<file path="src/rtl/alu_4.sv">
// ----------------------------------------------------------------------------
// alu_4 -- registered ALU: add/sub, bitwise logic, NOT and 1-bit logical shifts
//
// Ports
//   clk       in   1      clock, outputs update on rising edge
//   rst_n     in   1      asynchronous active-low reset (clears all outputs)
//   A         in   WIDTH  operand A
//   B         in   WIDTH  operand B
//   Sel       in   4      operation select
//   Y         out  WIDTH  registered result
//   carry     out  1      registered carry / no-borrow / shifted-out bit
//   overflow  out  1      registered two's-complement overflow
// ----------------------------------------------------------------------------
module alu_4 #(
    parameter int unsigned WIDTH = 4
) (
    input  logic             clk,
    input  logic             rst_n,
    input  logic [WIDTH-1:0] A,
    input  logic [WIDTH-1:0] B,
    input  logic [3:0]       Sel,
    output logic [WIDTH-1:0] Y,
    output logic             carry,
    output logic             overflow
);

    typedef enum logic [3:0] {
        OP_ADD  = 4'b0000,
        OP_SUB  = 4'b0001,
        OP_AND  = 4'b0010,
        OP_OR   = 4'b0011,
        OP_XOR  = 4'b0100,
        OP_NAND = 4'b0101,
        OP_NOR  = 4'b0110,
        OP_XNOR = 4'b0111,
        OP_NOTA = 4'b1000,
        OP_SHL  = 4'b1001,
        OP_SHR  = 4'b1010
    } op_e;

    localparam int unsigned MSB = WIDTH - 1;

    op_e              op;
    logic [WIDTH:0]   add_sum;
    logic [WIDTH:0]   sub_sum;
    logic [WIDTH-1:0] y_d,     y_q;
    logic             carry_d, carry_q;
    logic             ovf_d,   ovf_q;

    assign op = op_e'(Sel);

    // Subtraction as A + ~B + 1 so the top bit is the "no borrow" flag.
    assign add_sum = {1'b0, A} + {1'b0, B};
    assign sub_sum = {1'b0, A} + {1'b0, ~B} + {{WIDTH{1'b0}}, 1'b1};

    always_comb begin
        y_d     = '0;
        carry_d = 1'b0;
        ovf_d   = 1'b0;
        case (op)
            OP_ADD: begin
                y_d     = add_sum[WIDTH-1:0];
                carry_d = add_sum[WIDTH];
                // Same-sign operands producing a different-sign result.
                ovf_d   = (A[MSB] == B[MSB]) && (add_sum[MSB] != A[MSB]);
            end
            OP_SUB: begin
                y_d     = sub_sum[WIDTH-1:0];
                carry_d = sub_sum[WIDTH];
                // Opposite-sign operands where the result loses A's sign.
                ovf_d   = (A[MSB] != B[MSB]) && (sub_sum[MSB] != A[MSB]);
            end
            OP_AND:  y_d = A & B;
            OP_OR:   y_d = A | B;
            OP_XOR:  y_d = A ^ B;
            OP_NAND: y_d = ~(A & B);
            OP_NOR:  y_d = ~(A | B);
            OP_XNOR: y_d = ~(A ^ B);
            OP_NOTA: y_d = ~A;
            OP_SHL: begin
                y_d     = {A[WIDTH-2:0], 1'b0};
                carry_d = A[MSB];
            end
            OP_SHR: begin
                y_d     = {1'b0, A[WIDTH-1:1]};
                carry_d = A[0];
            end
            default: begin
                y_d     = '0;
                carry_d = 1'b0;
                ovf_d   = 1'b0;
            end
        endcase
    end

    always_ff @(posedge clk or negedge rst_n) begin
        if (!rst_n) begin
            y_q     <= '0;
            carry_q <= 1'b0;
            ovf_q   <= 1'b0;
        end else begin
            y_q     <= y_d;
            carry_q <= carry_d;
            ovf_q   <= ovf_d;
        end
    end

    assign Y        = y_q;
    assign carry    = carry_q;
    assign overflow = ovf_q;

endmodule

</file>
<file path="config.mk">
export PLATFORM = sky130hd
export DESIGN_NAME = alu_4
export DESIGN_NICKNAME = d
export VERILOG_FILES = /design/src/rtl/alu_4.sv
export SDC_FILE = /design/constraint.sdc
export NUM_CORES = 1
export LEC_CHECK = 0
export CORE_ASPECT_RATIO = 0.7
export CORE_UTILIZATION = 45
export CTS_CLUSTER_DIAMETER = 60
export DETAILED_ROUTE_END_ITERATION = 6
export PLACE_DENSITY = 0.71
export SKIP_LAST_GASP = 1
export SLEW_MARGIN = 5
export SYNTH_ARGS = -nofsm -noshare
export SYNTH_HDL_FRONTEND = slang
export SYNTH_SLANG_ARGS = --single-unit
</file>
<file path="constraint.sdc">
create_clock -name clk -period 0.8 [get_ports clk]
set_input_delay 0.08 -clock clk [delete_from_list [all_inputs] [get_ports clk]]
set_output_delay 0.08 -clock clk [all_outputs]
set_load 0.02 [all_outputs]
</file>
==> results of run 1 <==
repair_timing:
item / CTS
setup buffers: 16
pin swaps: 24
resized for setup: 129
hold buffers: 0
cloned: 2
setup endpoints to repair: 12
kinds of logic after synthesis:
logic type | Yosys count
compound gates | 39
simple gates | 35
buf+inv | 23
fa+ha+maj | 14
flops | 6
mux | 5
xor+xnor | 1
cells in the mapped netlist (all sizes together) (2+ instances only):
master    n
inv      14
ha       12
a21oi     9
buf       9
nor2b     7
dfrtp     6
nand2     5
a31oi     4
nor2      4
mux2i     3
nand2b    3
nand3     3
nor4      3
a2111oi   2
a221o     2
a22oi     2
a2bb2oi   2
a32oi     2
and2b     2
fa        2
mux2      2
nand3b    2
o21ai     2
o21bai    2
o221ai    2
through the flow:
step | instance area (um2) | hold slack [ns] | setup TNS (ns) | setup slack [ns] | std cells
after global placement | 1567 | 0.3383 | -7.937 | -1.277 | 201
after floorplan | 1126 | -0.2156 | -2.656 | -0.6459 | 123
after CTS | 1961 | 0.07438 | -2.719 | -0.5899 | 221
after detailed placement | 1567 | 0.3403 | -8.206 | -1.325 | 201
==> impl_metrics.py, run 1 <==
metrics = {
    "outcome": {
        "outcome": "did not finish",
        "haltStage": "global routing (5_1_grt)",
        "stop_error": "[ERROR DPL-0033] detailed placement checks failed during check placement.",
    },
    "synthesis": {
        "synth-simple-area-share_pct": 21.12,
        "synthAdderAreaFrac_pct": 18.45,
        "synth_edf_count": 0,
        "muxShareOfSynthArea_pct": 5.461,
        "post-synth-top-area-fraction_pct": 14.56,
        "synth_cell_type_count": 48,
        "synth-seq-cells": 6,
        "postSynthNetCount": 151,
        "netlist_area_mm2": 0.001031,
        "yosysTopAreaCell": "dfrtp_1",
        "synth_area_leaders": "dfrtp_1 15%, ha_1 15%, inv_1 5.1%",
        "synth_top_family_by_area": "compound AO/OA/AOI/OAI gates",
        "ys.flop_type": "dfrtp_1",
        "synthArstFlopShare_pct": 100.0,
        "avgSynthCellArea_um2": 8.382,
        "ys_seq_area_share_pct": 14.56,
        "postSynthCellCount": 123,
        "synth_xor_area_share_pct": 0.8495,
        "synth_compound_area_share_pct": 28.76,
        "synth_warnings": 0,
    },
    "die": {
        "die_w_um": 59.21,
        "initial_core_util_pct": 47.85,
        "io_pins": 20,
        "rows": 14,
        "die_h_um": 42.05,
    },
    "grt": {
        "antenna_found_initial": 1,
        "grt_max_degree": 9,
    },
    "clock_tree": {
        "htree_levels": 1,
        "root_buffer": "clkbuf_4",
        "clock_path_buffers": 2,
        "numCtsBuffers": 3,
        "clock_sinks": 6,
    },
    "placement": {
        "io_buffer_count": 19,
        "dpl.hpwl_um": 2508,
        "gp_congestion": 0.9136,
    },
    "timing": {
        "worst-ep-kind": "sequential cell input",
        "crit_endpoint": "Y[2]$_DFF_PN0_/D",
    },
}
==> run 2: changes to the inputs <==
--- a/config.mk
+++ b/config.mk
@@ -5,11 +5,10 @@
 export SDC_FILE = /design/constraint.sdc
 export NUM_CORES = 1
 export LEC_CHECK = 0
-export CORE_ASPECT_RATIO = 0.7
-export CORE_UTILIZATION = 45
-export CTS_CLUSTER_DIAMETER = 60
+export CORE_AREA = 2 2 63 65
 export DETAILED_ROUTE_END_ITERATION = 6
-export PLACE_DENSITY = 0.71
+export DIE_AREA = 0 0 65 67
+export PLACE_DENSITY_LB_ADDON = 0.15
 export SKIP_LAST_GASP = 1
 export SLEW_MARGIN = 5
 export SYNTH_ARGS = -nofsm -noshare
==> run 2 against run 1 <==
Effect of this change: the flow now finishes, with violations (setup timing); area after synthesis did not move; synthesized cell count did not move.
==> impl_metrics.py, run 2 <==
metrics = {
    "power_and_ir_drop": {
        "p_clk_share_pct": 24.1,
        "switching_share_pct": 32.95,
        "p_seq_share_pct": 19.6,
        "vdd_drop_max_mv": 0.3242,
        "powerDensity_mw_per_mm2": 980.9,
        "power_mw": 1.798,
        "leakagePower_nw": 0.8123,
        "p_comb_share_pct": 56.3,
        "internal_power_mw": 1.206,
        "p_sw_mw": 0.5925,
    },
    "setup_path": {
        "cp_max_fo": 4,
        "cp.required_ns": 0.89,
        "worstPathArrival_ns": 1.56,
        "worstSetupStartpointType": "primary input",
        "cp-startpoint": "A[0]",
        "cpPeakStageDelay_ns": 0.35,
        "cp_slowest_cell": "fa_2",
        "cpMostUsedCell": "buf_8",
        "cp-end-kind": "flip-flop",
        "path_class": "primary input to flip-flop",
        "path_cells": "buf_8, buf_8, inv_12, ha_4, inv_2, fa_2, xnor2_1, a221o_1, a22o_1",
    },
    "grt": {
        "grt_max_degree": 11,
        "grt_pass1_vias": 1119,
        "grt_overflow": 0,
        "grt_usage_pct": 15.17,
        "grt_pass1_wl_um": 5099,
        "antenna_found_initial": 0,
    },
    "placement": {
        "gp_congestion": 0.8642,
        "dpl.hpwl_um": 2281,
        "placed_area_mm2": 0.001604,
        "place_inst": 221,
        "io_buffer_count": 19,
    },
    "synthesis": {
        "postSynthCellCount": 123,
        "avgSynthCellArea_um2": 8.382,
        "yosysMostFrequentCell": "inv_1",
        "synth_edf_count": 0,
        "yosysTopAreaCell": "dfrtp_1",
        "synth_cell_type_count": 48,
        "ys.flop_type": "dfrtp_1",
        "post-synth-top-area-fraction_pct": 14.56,
        "synth-seq-cells": 6,
        "synth_area_leaders": "dfrtp_1 15%, ha_1 15%, inv_1 5.1%",
        "ys_seq_area_share_pct": 14.56,
        "postSynthNetCount": 151,
        "netlist_area_mm2": 0.001031,
        "synth_warnings": 0,
        "synthArstFlopShare_pct": 100.0,
        "ys_top_cells_by_count": "14 x inv_1, 12 x ha_1, 9 x a21oi_1",
    },
    "timing": {
        "slew_headroom_pct": 76.75,
        "clock.fmax_mhz": 682.8,
        "slew_violations": 0,
        "fin_crit_ns": 1.465,
        "worst_slack_ns": -0.6647,
        "tightest_slew_ns": 0.3444,
        "rsz0062_at_grt": "true",
        "setup_violations": 6,
        "fin_crit_sh_pct": 183.1,
        "hold_viol": 0,
    },
    "final_layout": {
        "multiInputGateArea_um2": 957.2,
        "regArea_um2": 150.1,
        "drive_gt1_share_pct": 59.12,
        "final_cells": 229,
        "nets": 211,
        "layout_common_cells": "35 x buf_4, 15 x buf_6, 8 x inv_2, 7 x clkbuf_2",
        "diodes": 0,
        "area_growth_pct": 77.79,
        "largest_register_ffs": 4,
        "num-fill-cells": 343,
        "fin_area_mm2": 0.001833,
        "final_common_cell": "buf_4",
    },
    "routing": {
        "drtIter0Drc": 43,
        "drtPass1Iterations": 4,
        "drtAntennaViolNets": 0,
        "dr_total_vias": 1136,
        "drc": 0,
        "vias_per_cell": 4.961,
        "wl_per_cell_um": 13.32,
        "drt-total-wl_um": 3051,
    },
    "clock_tree": {
        "clock_sinks": 6,
        "clock_path_buffers": 2,
        "clk_pin_slew_ns": 0.03,
        "numCtsBuffers": 3,
        "root_buffer": "clkbuf_8",
        "htree_levels": 1,
        "cts_tree": "built",
        "cts-hold-fix-buffers": 0,
    },
    "run": {
        "maxCapViolCount": 0,
    },
    "die": {
        "die_w_um": 65,
        "coreArea_mm2": 0.003606,
        "initial_core_util_pct": 28.59,
        "die_area_mm2": 0.004355,
        "die_h_um": 67,
        "io_pins": 20,
        "rows": 22,
    },
    "worst_hold_path": {
        "hp-class": "primary input to asynchronous set/reset pin",
    },
    "outcome": {
        "violations": "setup timing",
        "outcome": "finished with violations",
    },
}
==> run 2: area by class of cell <==
class	instances	area share, %
tap	48	3.276
sequential	6	8.191
inverter	14	3.686
clock buffer	3	2.253
multi-input combinational	94	52.22
timing repair buffer	64	30.38
==> run 2: worst paths after layout <==
path | to | slack [ns] | cells after the start
min in group clk | overflow | 0.20 | 3
max in group asynchronous | overflow | 0.50 | 1
worst max-delay path | Y[2] | -0.66 | 9
worst min-delay path | Y[1] | 0.1 | 1
==> run 2: cell families after synthesis <==
kind of cell / Yosys count / synth area share, %
DFF: 6 / 14.56
adders and majority gates: 14 / 18.45
xor gates and xnor gates: 1 / 0.8497
and+or+nand+nor: 35 / 21.12
buffers and inverters: 23 / 10.80
AOI/OAI and AO/OA: 39 / 28.76
muxes: 5 / 5.461
==> run 2: through the flow <==
stage	hold slack [ns]	util [%]	TNS (ns)	setup WS, ns
3_3_place_gp	0.3429	44.48	-8.003	-1.278
2_1_floorplan	-0.2156	-	-2.656	-0.6459
6_report	0.09911	50.83	-2.866	-0.6647
3_5_place_dp	0.3323	44.48	-8.070	-1.310
4_1_cts	0.1047	49.69	-2.923	-0.6591
5_1_grt	0.1177	50.83	-3.266	-0.7178
==> run 2: power by group through the flow <==
stage	Clock [mW]	Combinational, mW	Sequential [mW]
finish	0.434	1.01	0.352
global route	0.473	1.10	0.353
CTS	0.444	0.951	0.347
detailed placement	0	0.857	0.349
global placement	0	0.860	0.350
floorplan	0	0.430	0.393
==> run 2: routing by layer <==
metal  share of wire (%)  GRT usage, %
met1                  48         20.20
met2                  47         25.26
met3                 4.4         2.027
met4                0.26         4.787
met5                   0             0
==> run 2: critical path, delay by kind of cell <==
| kind | cells | cell delay [ns] |
|---|---|---|
| compound gates | 2 | 0.56 |
| fa+ha+maj | 2 | 0.48 |
| buf+inv | 4 | 0.32 |
| xor+xnor | 1 | 0.13 |
==> run 2: timing repair <==
action / 4_1_cts / 5_1_grt
setup buffers: 5 / 1
endpoints found under the setup margin: 12 / 12
gates cloned: 1 / 0
pin swaps: 26 / 16
resized for setup: 93 / 35
No activity file was read; power rests on OpenSTA's default activity.
==> run 3: changes to the inputs <==
--- a/config.mk
+++ b/config.mk
@@ -5,9 +5,9 @@
 export SDC_FILE = /design/constraint.sdc
 export NUM_CORES = 1
 export LEC_CHECK = 0
-export CORE_AREA = 2 2 63 65
+export ABC_AREA = 1
+export CORE_UTILIZATION = 25
 export DETAILED_ROUTE_END_ITERATION = 6
-export DIE_AREA = 0 0 65 67
 export PLACE_DENSITY_LB_ADDON = 0.15
 export SKIP_LAST_GASP = 1
 export SLEW_MARGIN = 5
==> run 3 against run 2 <==
Effect of this change: the flow still finishes with violations (setup timing); non-clock buffer count decreased by 11; synthesized cell count increased by 30%; routed wire length increased by 4.6%; via count increased by 5.4%; clock power increased by 0.9%; power decreased by 8.2%; flip-flop and latch count unchanged; global-route usage increased by 2.8 points; utilization decreased by 3.4 points; maximum frequency increased by 16%; hold slack got worse by 0.0019 ns; first-iteration DRC count increased by 16%; highest routed layer unchanged.
==> impl_metrics.py, run 3 <==
metrics = {
    "outcome": {
        "outcome": "finished with violations",
        "violations": "setup timing",
    },
    "synthesis": {
        "synthArstFlopShare_pct": 100.0,
        "synth_edf_count": 0,
        "post-synth-top-area-fraction_pct": 15.69,
        "synth_top_family_by_area": "simple AND/OR/NAND/NOR gates",
        "synthAdderAreaFrac_pct": 19.87,
        "synth-seq-cells": 6,
        "muxShareOfSynthArea_pct": 0,
        "synth_area_leaders": "dfrtp_1 16%, ha_1 16%, nand2_1 16%",
        "ys_seq_area_share_pct": 15.69,
        "postSynthNetCount": 188,
        "synth_xor_area_share_pct": 0.9150,
        "netlist_area_um2": 957.2,
        "synth_warnings": 0,
        "yosysMostFrequentCell": "nand2_1",
        "ys_top_cells_by_count": "40 x nand2_1, 27 x inv_1, 22 x nor2_1",
        "synth_cell_type_count": 17,
        "synth_compound_area_share_pct": 10.72,
        "yosysTopAreaCell": "dfrtp_1",
        "synth-simple-area-share_pct": 42.22,
        "avgSynthCellArea_um2": 5.982,
        "postSynthCellCount": 160,
        "ys.flop_type": "dfrtp_1",
    },
    "die": {
        "die_h_um": 63.88,
        "rows": 22,
        "die_w_um": 63.88,
        "die_area_mm2": 0.004080,
        "coreArea_mm2": 0.003661,
        "initial_core_util_pct": 26.14,
        "io_pins": 20,
    },
    "routing": {
        "drc": 0,
        "drtAntennaViolNets": 0,
        "wl_per_cell_um": 12.08,
        "drtIter0Drc": 50,
        "vias_per_cell": 4.534,
        "drt-total-wl_um": 3190,
        "drtPass1Iterations": 4,
        "dr_total_vias": 1197,
    },
    "timing": {
        "slew_violations": 0,
        "tightest_slew_ns": 0.2553,
        "clock.fmax_mhz": 790.9,
        "hold_viol": 0,
        "worst_slack_ns": -0.4644,
        "slew_headroom_pct": 82.92,
        "rsz0062_at_grt": "true",
        "fin_crit_ns": 1.264,
        "fin_crit_sh_pct": 158.0,
        "setup_violations": 6,
        "tns_ns": -1.871,
        "whs_ns": 0.09725,
    },
    "final_layout": {
        "diodes": 0,
        "fin_util_pct": 47.40,
        "layout_common_cells": "34 x nand2_1, 31 x buf_4, 16 x nand3_1, 15 x nor2_1, 14 x inv_1",
        "area_growth_pct": 81.31,
        "largest_register_ffs": 4,
        "drive_gt1_share_pct": 44.44,
        "final_common_cell": "nand2_1",
        "nets": 246,
        "num-fill-cells": 397,
    },
    "setup_path": {
        "cp-end-kind": "flip-flop",
        "path_class": "primary input to flip-flop",
        "cp_max_fo": 3,
        "path_depth": 10,
        "worstPathArrival_ns": 1.36,
        "worstSetupStartpointType": "primary input",
        "path_cells": "buf_12, inv_12, ha_4, inv_2, fa_2, or2_1, nand3_1, o21ai_1, nor2_1, nand3_1",
        "path_delay_family": "simple AND/OR/NAND/NOR gates",
        "cp.required_ns": 0.89,
        "cpMostUsedCell": "nand3_1",
        "cpPeakStageDelay_ns": 0.39,
        "crit_buf_inv": 3,
        "cp_slowest_cell": "fa_2",
    },
    "grt": {
        "grt_overflow": 0,
        "grt_max_degree": 8,
        "antenna_found_initial": 0,
        "grt_pass1_vias": 1277,
        "grt_usage_pct": 18.02,
        "grt_pass1_wl_um": 5775,
    },
    "placement": {
        "gp_congestion": 0.8423,
        "post-place-ws_ns": -1.122,
        "io_buffer_count": 19,
        "dpl.hpwl_um": 2508,
    },
    "clock_tree": {
        "root_buffer": "clkbuf_8",
        "htree_levels": 1,
        "clk_pin_slew_ns": 0.03,
        "cts-hold-fix-buffers": 0,
        "cts_tree": "built",
        "clock_sinks": 6,
        "clock_path_buffers": 2,
        "numCtsBuffers": 3,
    },
    "power_and_ir_drop": {
        "powerDensity_mw_per_mm2": 951.4,
        "vdd_drop_max_mv": 0.3534,
        "leakagePower_nw": 0.8152,
    },
    "run": {
        "maxCapViolCount": 0,
    },
    "worst_hold_path": {
        "hp-class": "primary input to asynchronous set/reset pin",
    },
}
run 3: cell count changes in the layout (fill, tap and decap cells not counted), sizes merged, moves of 7 or more:
| cell | previous run | this run |
|---|---|---|
| inv | 14 | 27 |
| nand3 | 3 | 19 |
| o21ai | 2 | 14 |
| nand2 | 5 | 40 |
| clkbuf | 10 | 3 |
| buf | 55 | 46 |
| nor2 | 4 | 25 |
| nor2b | 7 | 0 |
run 3: per-layer routing:
| layer | vias up | share of wire [%] | GRT usage [%] |
|---|---|---|---|
| li1 | 623 | - | - |
| met1 | 536 | 43 | 20.69 |
| met2 | 36 | 52 | 33.91 |
| met3 | 2 | 4.7 | 1.607 |
| met4 | 0 | 0.82 | 6.818 |
| met5 | - | 0 | 0 |
run 3: worst max-delay path by stage:
stage                     start    to  slack (ns)
after floorplan            A[0]  Y[2]       -0.42
after global placement     A[0]  Y[2]       -1.07
after detailed placement   A[0]  Y[2]       -1.12
after CTS                  A[0]  Y[2]       -0.48
after global routing       A[0]  Y[2]       -0.54
final                      A[0]  Y[2]       -0.46
run 3: cell type report:
cell class / count / area (um2) / area share, %
repair buffers: 53 / 459.2 / 26.46
flip-flops and latches: 6 / 150.1 / 8.652
well taps: 48 / 60.06 / 3.461
multi-input cells: 127 / 903.4 / 52.05
inverters: 27 / 121.4 / 6.994
clock buffers: 3 / 41.29 / 2.379
run 3: what timing repair did:
item | in CTS | in global routing
pin swaps | 28 | 13
setup buffers | 8 | 1
setup endpoints to repair | 12 | 12
endpoints found under the hold margin | 0 | 0
gates resized for setup | 124 | 12
run 3: cell families after synthesis:
group	count (synthesis)
AND/OR/NAND/NOR	92
XOR/XNOR	1
flip-flops	6
buffers and inverters	27
adder cells (fa/ha/maj)	14
AO/OA/AOI/OAI	20
run 3: metrics by stage:
stage	instance area, um2	cells	power [mW]
2_1_floorplan	991.0	160	0.6769
3_3_place_gp	1444	254	1.034
3_5_place_dp	1444	254	1.042
4_1_cts	1715	264	1.648
5_1_grt	1735	264	1.781
6_report	1735	264	1.651
run 3: where the power goes:
| group | internal, mW | switching (mW) | total [mW] |
|---|---|---|---|
| registers | 0.338 | 0.0141 | 0.352 |
| logic | 0.411 | 0.450 | 0.861 |
| clock network | 0.322 | 0.116 | 0.438 |
